--- src/rtl/hash160_pkg.sv ---
// Shared types and constants for the Hash160 request scheduler.
package hash160_pkg;

    localparam int BLOCK_BYTES = 64;
    localparam int BLOCK_W     = 512;
    localparam int DIGEST_W    = 160;

    typedef enum logic [2:0] {
        ST_IDLE  = 3'd0,
        ST_LOAD  = 3'd1,
        ST_START = 3'd2,
        ST_WAIT  = 3'd3,
        ST_RESP  = 3'd4
    } state_t;

    // Byte slot k sits at [511-8k -: 8], so byte 0 lands in the top byte.
    function automatic logic [8:0] slot_lsb(input logic [5:0] k);
        return 9'd504 - {k, 3'b000};
    endfunction

endpackage

--- src/rtl/hash160_sched_rr_arbiter.sv ---
// Round-robin arbiter: first asserted request above the last grant, wrapping.
module rr_arbiter #(
    parameter int NREQ = 2,
    parameter int IW   = $clog2(NREQ)
) (
    input  logic [NREQ-1:0] i_req,
    input  logic [IW-1:0]   i_last,
    output logic [NREQ-1:0] o_gnt,
    output logic [IW-1:0]   o_gnt_idx,
    output logic            o_any
);

    always_comb begin : p_search
        int c;
        c         = 0;
        o_gnt_idx = '0;
        o_any     = 1'b0;
        for (int i = 1; i <= NREQ; i++) begin
            c = int'(i_last) + i;
            if (c >= NREQ) c = c - NREQ;
            if (!o_any && i_req[IW'(c)]) begin
                o_any     = 1'b1;
                o_gnt_idx = IW'(c);
            end
        end
        o_gnt = o_any ? (NREQ'(1) << o_gnt_idx) : '0;
    end

endmodule

--- src/rtl/hash160_sched.sv ---
// Shares one Hash160 core among NREQ byte-stream requesters.
// state   | meaning
// IDLE    | arbitrate; LOAD | stream 64 bytes; START | pulse core_start
// WAIT    | await done or timeout; RESP | pulse rsp_valid to granted requester
module hash160_sched
    import hash160_pkg::*;
#(
    parameter int NREQ    = 2,
    parameter int TIMEOUT = 255,
    parameter int CNT_W   = 16
) (
    input  logic                  clk,
    input  logic                  rst,
    input  logic [NREQ-1:0]       req_valid,
    input  logic [NREQ*8-1:0]     req_byte,
    output logic [NREQ-1:0]       req_ready,
    output logic [NREQ-1:0]       rsp_valid,
    output logic [DIGEST_W-1:0]   rsp_digest,
    output logic                  rsp_err,
    output logic                  busy,
    output logic                  core_start,
    output logic [BLOCK_W-1:0]    core_block,
    input  logic                  core_done,
    input  logic [DIGEST_W-1:0]   core_digest
);

    localparam int GW = $clog2(NREQ);

    state_t              r_state;
    logic [GW-1:0]       r_grant;
    logic [NREQ-1:0]     r_grant_oh;
    logic [GW-1:0]       r_last;
    logic [5:0]          r_cnt;
    logic [CNT_W-1:0]    r_timer;
    logic [BLOCK_W-1:0]  r_block;
    logic [DIGEST_W-1:0] r_digest;
    logic                r_err;

    logic [NREQ-1:0]     w_arb_oh;
    logic [GW-1:0]       w_arb_idx;
    logic                w_arb_any;
    logic [7:0]          w_byte;
    logic                w_hs;

    rr_arbiter #(.NREQ(NREQ), .IW(GW)) u_arb (
        .i_req     (req_valid),
        .i_last    (r_last),
        .o_gnt     (w_arb_oh),
        .o_gnt_idx (w_arb_idx),
        .o_any     (w_arb_any)
    );

    assign w_byte = req_byte[{r_grant, 3'b000} +: 8];
    assign w_hs   = (r_state == ST_LOAD) && req_valid[r_grant];

    always_ff @(posedge clk or posedge rst) begin
        if (rst) begin
            r_state    <= ST_IDLE;
            r_grant    <= '0;
            r_grant_oh <= '0;
            r_last     <= GW'(NREQ - 1);
            r_cnt      <= '0;
            r_timer    <= '0;
            r_block    <= '0;
            r_digest   <= '0;
            r_err      <= 1'b0;
        end else begin
            case (r_state)
                ST_IDLE: begin
                    if (w_arb_any) begin
                        r_grant    <= w_arb_idx;
                        r_grant_oh <= w_arb_oh;
                        r_cnt      <= '0;
                        r_state    <= ST_LOAD;
                    end
                end
                ST_LOAD: begin
                    if (w_hs) begin
                        r_block[slot_lsb(r_cnt) +: 8] <= w_byte;
                        r_cnt <= r_cnt + 6'd1;
                        if (r_cnt == 6'(BLOCK_BYTES - 1)) r_state <= ST_START;
                    end
                end
                ST_START: begin
                    r_timer <= '0;
                    r_state <= ST_WAIT;
                end
                ST_WAIT: begin
                    // A done arriving on the timeout cycle still counts as success.
                    if (core_done) begin
                        r_digest <= core_digest;
                        r_err    <= 1'b0;
                        r_state  <= ST_RESP;
                    end else if (r_timer == CNT_W'(TIMEOUT - 1)) begin
                        r_digest <= '0;
                        r_err    <= 1'b1;
                        r_state  <= ST_RESP;
                    end else begin
                        r_timer <= r_timer + 1'b1;
                    end
                end
                ST_RESP: begin
                    r_last  <= r_grant;
                    r_state <= ST_IDLE;
                end
                default: r_state <= ST_IDLE;
            endcase
        end
    end

    assign req_ready  = (r_state == ST_LOAD) ? r_grant_oh : '0;
    assign rsp_valid  = (r_state == ST_RESP) ? r_grant_oh : '0;
    assign core_start = (r_state == ST_START);
    assign busy       = (r_state != ST_IDLE);
    assign core_block = r_block;
    assign rsp_digest = r_digest;
    assign rsp_err    = r_err;

endmodule
--- config.mk ---
export PLATFORM = sky130hd
export DESIGN_NAME = hash160_sched
export DESIGN_NICKNAME = d
export VERILOG_FILES = /design/src/rtl/hash160_pkg.sv /design/src/rtl/hash160_sched_rr_arbiter.sv /design/src/rtl/hash160_sched.sv
export SDC_FILE = /design/constraint.sdc
export NUM_CORES = 1
export LEC_CHECK = 0
export CAP_MARGIN = 30
export CORE_AREA = 2 2 336 338
export CTS_CLUSTER_SIZE = 12
export DETAILED_ROUTE_END_ITERATION = 8
export DIE_AREA = 0 0 338 340
export HOLD_SLACK_MARGIN = 0.02
export PLACE_DENSITY_LB_ADDON = 0.1
export REMOVE_ABC_BUFFERS = 1
export SYNTH_ARGS = -nofsm -noshare
export SYNTH_HDL_FRONTEND = slang
export SYNTH_HIERARCHICAL = 1
export SYNTH_SLANG_ARGS = --single-unit
--- constraint.sdc ---
create_clock -name clk -period 29.4 [get_ports clk]
set_input_delay 4.41 -clock clk [delete_from_list [all_inputs] [get_ports clk]]
set_output_delay 4.41 -clock clk [all_outputs]
set_load 0.05 [all_outputs]
==> impl_metrics.csv, run 1 <==
group,metric,value,unit
run_status,status,"finished, final reports clean",
place,place_inst,4109,
synth,syn_area_per_cell,14.7,um^2
setup_path,crit_top_cell,"buf_4",
clock_tree,cts.sinks,702,
setup_path,startpoint,"rst",
synth,synth-seq-cells,702,
cells_and_area,design_area,0.0403,mm^2
cells_and_area,fill_cells,10800,
sta,fmax,132,MHz
setup_path,cp_slowest_cell,"buf_4",
synth,ys_types,57,
routing,dr.first_iter.drc_count,836,
place,port_buffers,859,
place,routabilityCongestion,0.840,
power,ir_drop,0.0000698,V
cells_and_area,fin_nets,2880,
floorplanning,fp.dieArea,0.115,mm^2
power,power.total,3.38,mW
routing,wl_per_cell,25.9,um
synth,syn_inst,1840,
power,p_leak,18.3,nW
floorplanning,start_util,24.3,%
place,dpl.hpwl,80.4,mm
routing,drt_first_pass_iters,4,
clock_tree,cts_buffer_depth,3,
setup_path,cp-end-kind,"async pin",
sta,min_period_over_period,25.8,%
sta,setup_viol,0,
global_routing,groute.usage.overall,19.0,%
min_path,hp-class,"reg2reg",
clock_tree,holdBufCountCts,0,
run,maxCapViolations,0,
clock_tree,cts_setup_buffers,0,
routing,drc_errors,0,
setup_path,cpPeakStageDelay,0.81,ns
synth,synth_area,0.0271,mm^2
sta,fin_ws,21.81,ns
sta,skew,0.0170,ns
setup_path,crit_fanout,171,
global_routing,antenna_found_initial,6,
sta,finalHoldViolCount,0,
sta,worst_pin_slew,0.968,ns
synth,synth_area_leaders,"dfrtp_1, mux2_2, a22o_1, clkbuf_1, nand2_1",
setup_path,r2r_cells,6,
setup_path,cp.required,30.06,ns
place,post-place-ws,20.98,ns
global_routing,grt_max_degree,172,
setup_path,critical_path.endpoint,"core_block[84]$_DFFE_PP0P_",
setup_path,path_cells,"clkdlybuf4s50_1 > inv_8 > buf_12 > buf_4 > buf_4",
synth,synth_commonest_cells,"dfrtp_1, mux2_2, a22o_1",
synth,ys.flop_type,"dfrtp_1",
routing,routed_wirelength,110,mm
routing,via_count,19100,
synth,synthArstFlopShare,100,%
power,power_density,84.0,mW/mm^2
routing,ant_nets,0,
floorplanning,core_area,0.112,mm^2
clock_tree,htreeDepth,3,
setup_path,worstPathArrival,8.25,ns
cells_and_area,final_cells,4261,
global_routing,grt_pass1_wl,159,mm
sta,setup_tns,0,ns
clock_tree,clkSlewWorstSetupHoldPaths,0.06,ns
global_routing,grt_pass1_vias,20900,
cells_and_area,syn2layout_area_growth,48.7,%
clock_tree,cts_resized,0,
floorplanning,die_w,338,um
setup_path,r2r-end,"core_block[417]$_DFFE_PP0P_",
synth,yosysTopAreaCell,"dfrtp_1",
floorplanning,dieHeight,340,um
sta,slew-limit-headroom,35.4,%
setup_path,cp-start-kind,"input pin",
min_path,hold_start,"core_block[175]$_DFFE_PP0P_",
sta,min_period,7.59,ns
place,dpl_cell_area,0.0375,mm^2
synth,synth_edf_count,0,
clock_tree,cts_root_buffer,"clkbuf_16",
cells_and_area,final_util,36.1,%
routing,avgViaCountPerCell,4.49,
cells_and_area,drive_gt1_share,25.0,%
synth,ys_seq_area_share,64.9,%
sta,slew_viol_final,0,
synth,synth.top_cell.area_share,64.8,%
synth,yosysWarnings,6,
clock_tree,cts-buffers-inserted,84,
global_routing,grt_overflow,0,
clock_tree,clock_latency,0.65,ns
synth,yosysMostFrequentCell,"dfrtp_1",
sta,rsz0062_at_grt,"false",
floorplanning,pin_count,860,
setup_path,reg2reg_setup_slack,25.42,ns
floorplanning,rows,123,
setup_path,r2r-start,"r_cnt[0]$_DFFE_PP0P_",
clock_tree,cts_tree,"built",
setup_path,crit_type,"in2async",
sta,hold_ws,0.483,ns
==> sequential cells by signal, summed over array words and instances, names as in the netlist <==
register    cells
core_block    512
rsp_err         1
r_grant_oh      2
r_state         3
r_grant         1
r_cnt           6
r_last          1
rsp_digest    160
r_timer        16
==> cell families (layout without fill, tap and decap cells) <==
kind of cell,count (synthesis),count (layout),synth area share [%]
buf+inv,141,1056,2.05
xor+xnor,15,15,0.485
mux,499,499,20.7
flops,702,702,64.9
fa+ha+maj,3,3,0.139
other cells,0,6,0
simple gates,247,247,4.87
compound gates,233,233,6.84
==> placed cells by master, fill, tap and decap left out, types with 6 or more instances in the layout <==
cell type        netlist  routed
nor3_1                 8       8
mux2_1                 6       6
inv_1                  9       8
clkbuf_1             117      20
buf_4                  3      36
nand3_1               26      26
and3_1                20      20
clkinv_2               0       6
clkbuf_8               0      26
a22o_1               161     161
nand2_1               69      68
xor2_1                 9       9
mux2i_1               12      12
and2_1                 9       8
diode_2                0       6
nor2_1                40      33
nor2_2                 9      16
clkdlybuf4s50_1        0     859
mux2_2               481     481
o21ai_0               38      37
clkbuf_16              0      86
nand4_1               21      21
dfrtp_1              701     701
==> power by group <==
group	internal (mW)	switching [mW]	total, mW
sequential	1.11	0.0887	1.20
combinational	0.384	0.774	1.16
clock	0.609	0.417	1.03
total	2.10	1.28	3.38
==> worst max-delay path: cells and delay by family <==
family	cells	cell delay [ns]
buffers and inverters	5	3.47
==> how the worst min path moves through the flow <==
stage | endpoint | cells after the start
floorplan | r_timer[7]$_DFFE_PP0P_ | 1
global placement | core_block[239]$_DFFE_PP0P_ | 2
detailed placement | core_block[262]$_DFFE_PP0P_ | 1
CTS | core_block[5]$_DFFE_PP0P_ | 2
global route | rsp_digest[106]$_DFFE_PP0P_ | 1
finish | core_block[175]$_DFFE_PP0P_ | 2
==> per-layer routing <==
| metal | routed length [um] | track usage [%] | vias to the layer above |
|---|---|---|---|
| met3 | 8950 | 6.63 | 109 |
| met1 | 45800 | 23.5 | 10100 |
| met4 | 1830 | 4.06 | 0 |
| met5 | 0 | 0 | - |
| li1 | - | - | 8366 |
| met2 | 53800 | 31.8 | 559 |
==> final cells by class <==
class	count	area, um^2	share of cell area, %
clock buffers	132	2580	6.42
repair buffers	902	9020	22.4
well taps	1500	1880	4.66
diodes	6	15.0	0.0373
flip-flops and latches	702	17600	43.6
inverters	9	41.3	0.103
multi-input cells	997	9020	22.4
clock inverters	13	129	0.320
Power figures use the tool's default switching activity.
==> run 2: changes to the inputs <==
==> constraint.sdc (replaced) <==
create_clock -name clk -period 7 [get_ports clk]
set_input_delay 1.05 -clock clk [delete_from_list [all_inputs] [get_ports clk]]
set_output_delay 1.05 -clock clk [all_outputs]
set_load 0.05 [all_outputs]
==> run 2 against run 1 <==
  * Clock power rose to 4.3 times the previous value
  * Register-to-register slack worse by 22 ns
  * Clock-buffer cell count unchanged
  * Cell area up 0.16%
  * Wire length up 0.18%
  * Via count down 0.33%
  * Utilization up 0.057 points
  * Die area unchanged
  * Non-clock buffer count down 4
  * Largest cell class unchanged
  * Sequential share of layout area down 0.069 points
==> impl_metrics.csv, run 2 (synthesized netlist as in run 1, its figures left out) <==
group,metric,value,unit
sta,slew-limit-headroom,24.8,%
clock_tree,clkSlewWorstSetupHoldPaths,0.06,ns
cells_and_area,n_antenna_cell,0,
place,place_inst,4105,
cells_and_area,final_cell_mix,"clkdlybuf4s50_1, dfrtp_1, mux2_2",
sta,setup_tns,0,ns
run_status,status,"finished, final reports clean",
place,port_buffers,859,
routing,wl_per_cell,26.0,um
power,p_leak,18.3,nW
setup_path,cp_slowest_cell,"clkdlybuf4s50_1",
global_routing,groute.usage.overall,19.0,%
floorplanning,fp.dieArea,0.115,mm^2
place,dpl_cell_area,0.0375,mm^2
floorplanning,rows,123,
global_routing,grt_max_degree,159,
cells_and_area,final_cells,4262,
clock_tree,htreeDepth,3,
clock_tree,clock_latency,0.67,ns
setup_path,r2r-end,"core_block[415]$_DFFE_PP0P_",
cells_and_area,drive_gt1_share,25.2,%
global_routing,antenna_found_initial,4,
setup_path,crit_type,"reg2out",
cells_and_area,fill_cells,10800,
global_routing,grt_pass1_vias,20800,
setup_path,crit_buf_inv,2,
setup_path,path_cells,"or3b_2 > inv_1 > clkdlybuf4s50_1",
setup_path,worstPathArrival,3.14,ns
sta,slew_viol_final,0,
power,ir_drop,0.000280,V
cells_and_area,layout_commonest_cell,"clkdlybuf4s50_1",
place,dpl.hpwl,79.8,mm
sta,worst_pin_slew,1.13,ns
setup_path,cpPeakStageDelay,0.96,ns
cells_and_area,multi_input_area,0.00902,mm^2
sta,min_period_over_period,59.9,%
clock_tree,cts_buffer_depth,3,
cells_and_area,syn2layout_area_growth,49.0,%
routing,avgViaCountPerCell,4.48,
min_path,whs_path_depth,2,
global_routing,grt_overflow,0,
min_path,min_to,"core_block[7]$_DFFE_PP0P_",
routing,via_count,19100,
routing,dr.first_iter.drc_count,842,
clock_tree,cts-buffers-inserted,85,
clock_tree,cts_setup_buffers,0,
floorplanning,dieHeight,340,um
sta,finalHoldViolCount,0,
cells_and_area,final-seq-area,0.0176,mm^2
clock_tree,cts_root_buffer,"clkbuf_16",
min_path,hold_start,"core_block[7]$_DFFE_PP0P_",
floorplanning,core_area,0.112,mm^2
clock_tree,cts_resized,0,
cells_and_area,largest_reg_flops,512,
floorplanning,pin_count,860,
sta,skew,0.0196,ns
setup_path,cp-start-kind,"register",
run,maxCapViolations,0,
routing,routed_wirelength,111,mm
place,routabilityCongestion,0.852,
setup_path,cp-end-kind,"output pin",
routing,ant_nets,0,
sta,rsz0062_at_grt,"false",
routing,drt_first_pass_iters,5,
setup_path,reg2reg_setup_slack,3.28,ns
clock_tree,cts_tree,"built",
cells_and_area,design_area,0.0403,mm^2
routing,drc_errors,0,
sta,setup_viol,0,
setup_path,r2r-start,"r_cnt[0]$_DFFE_PP0P_",
clock_tree,cts.sinks,702,
setup_path,crit_fanout,12,
global_routing,grt_pass1_wl,158,mm
power,power_density,356,mW/mm^2
cells_and_area,final_util,36.1,%
sta,fmax,239,MHz
min_path,hp-class,"reg2reg",
floorplanning,start_util,24.3,%
setup_path,cp.required,5.95,ns
sta,min_period,4.19,ns
floorplanning,die_w,338,um
setup_path,crit_family,"buffers and inverters",
cells_and_area,fin_nets,2877,
setup_path,r2r_cells,6,
clock_tree,holdBufCountCts,0,
==> run 2: cell types whose count changed in the layout (fill, tap and decap cells not counted) <==
| cell | delta |
|---|---|
| diode_2 | -6 |
| clkinv_2 | +5 |
| buf_4 | -4 |
| clkinv_4 | +3 |
| clkinv_8 | +3 |
| buf_12 | +2 |
| buf_16 | -2 |
| bufinv_16 | +2 |
| clkinvlp_4 | -2 |
| clkbuf_1 | +1 |
| clkbuf_16 | -1 |
==> run 2: stage by stage <==
step           setup slack, ns  power (mW)  hold slack (ns)
6_report                  2.81        14.4            0.478
2_1_floorplan           -13.74        7.96            0.471
5_1_grt                   2.66        15.0            0.510
3_3_place_gp              2.57        10.0            0.464
3_5_place_dp              2.70        10.0            0.474
4_1_cts                   2.69        14.6            0.486
==> run 2: power breakdown <==
group	total (mW)	switching [mW]	leakage [nW]	internal, mW
logic	4.87	3.26	7.35	1.61
registers	5.03	0.374	9.58	4.65
clock network	4.46	1.82	1.40	2.64
==> run 2: final cells by class <==
cell class              count  area share [%]
multi-input cells         997            22.4
well taps                1500            4.65
flip-flops and latches    702            43.6
clock inverters            24           0.680
repair buffers            898            22.3
clock buffers             132            6.36
inverters                   9           0.102
==> run 2: how the worst max path moves through the flow <==
stage / from / cells after the start / end
global route: r_state[1]$_DFFE_PP0P_ / 3 / core_start
detailed placement: req_valid[1] / 7 / core_block[418]$_DFFE_PP0P_
CTS: r_state[0]$_DFFE_PP0P_ / 3 / core_start
floorplan: rst / 1 / core_block[0]$_DFFE_PP0P_
finish: r_state[1]$_DFFE_PP0P_ / 3 / core_start
global placement: req_valid[1] / 7 / core_block[209]$_DFFE_PP0P_
==> run 2: worst min-delay path: cells and delay by family, from the launching register on <==
kind | cells | cell delay [ns]
DFF | 1 | 0.34
and+or+nand+nor | 1 | 0.05
AOI/OAI and AO/OA | 1 | 0.06
==> run 2: routing by layer <==
metal / vias to the layer above / wire, um / part of all wire [%] / GRT usage (%)
li1: 8361 / - / - / -
met2: 608 / 53100 / 48 / 31.3
met4: 0 / 2270 / 2.1 / 5.06
met5: - / 0 / 0 / 0
met3: 109 / 10700 / 9.7 / 7.62
met1: 9996 / 44500 / 40 / 22.9
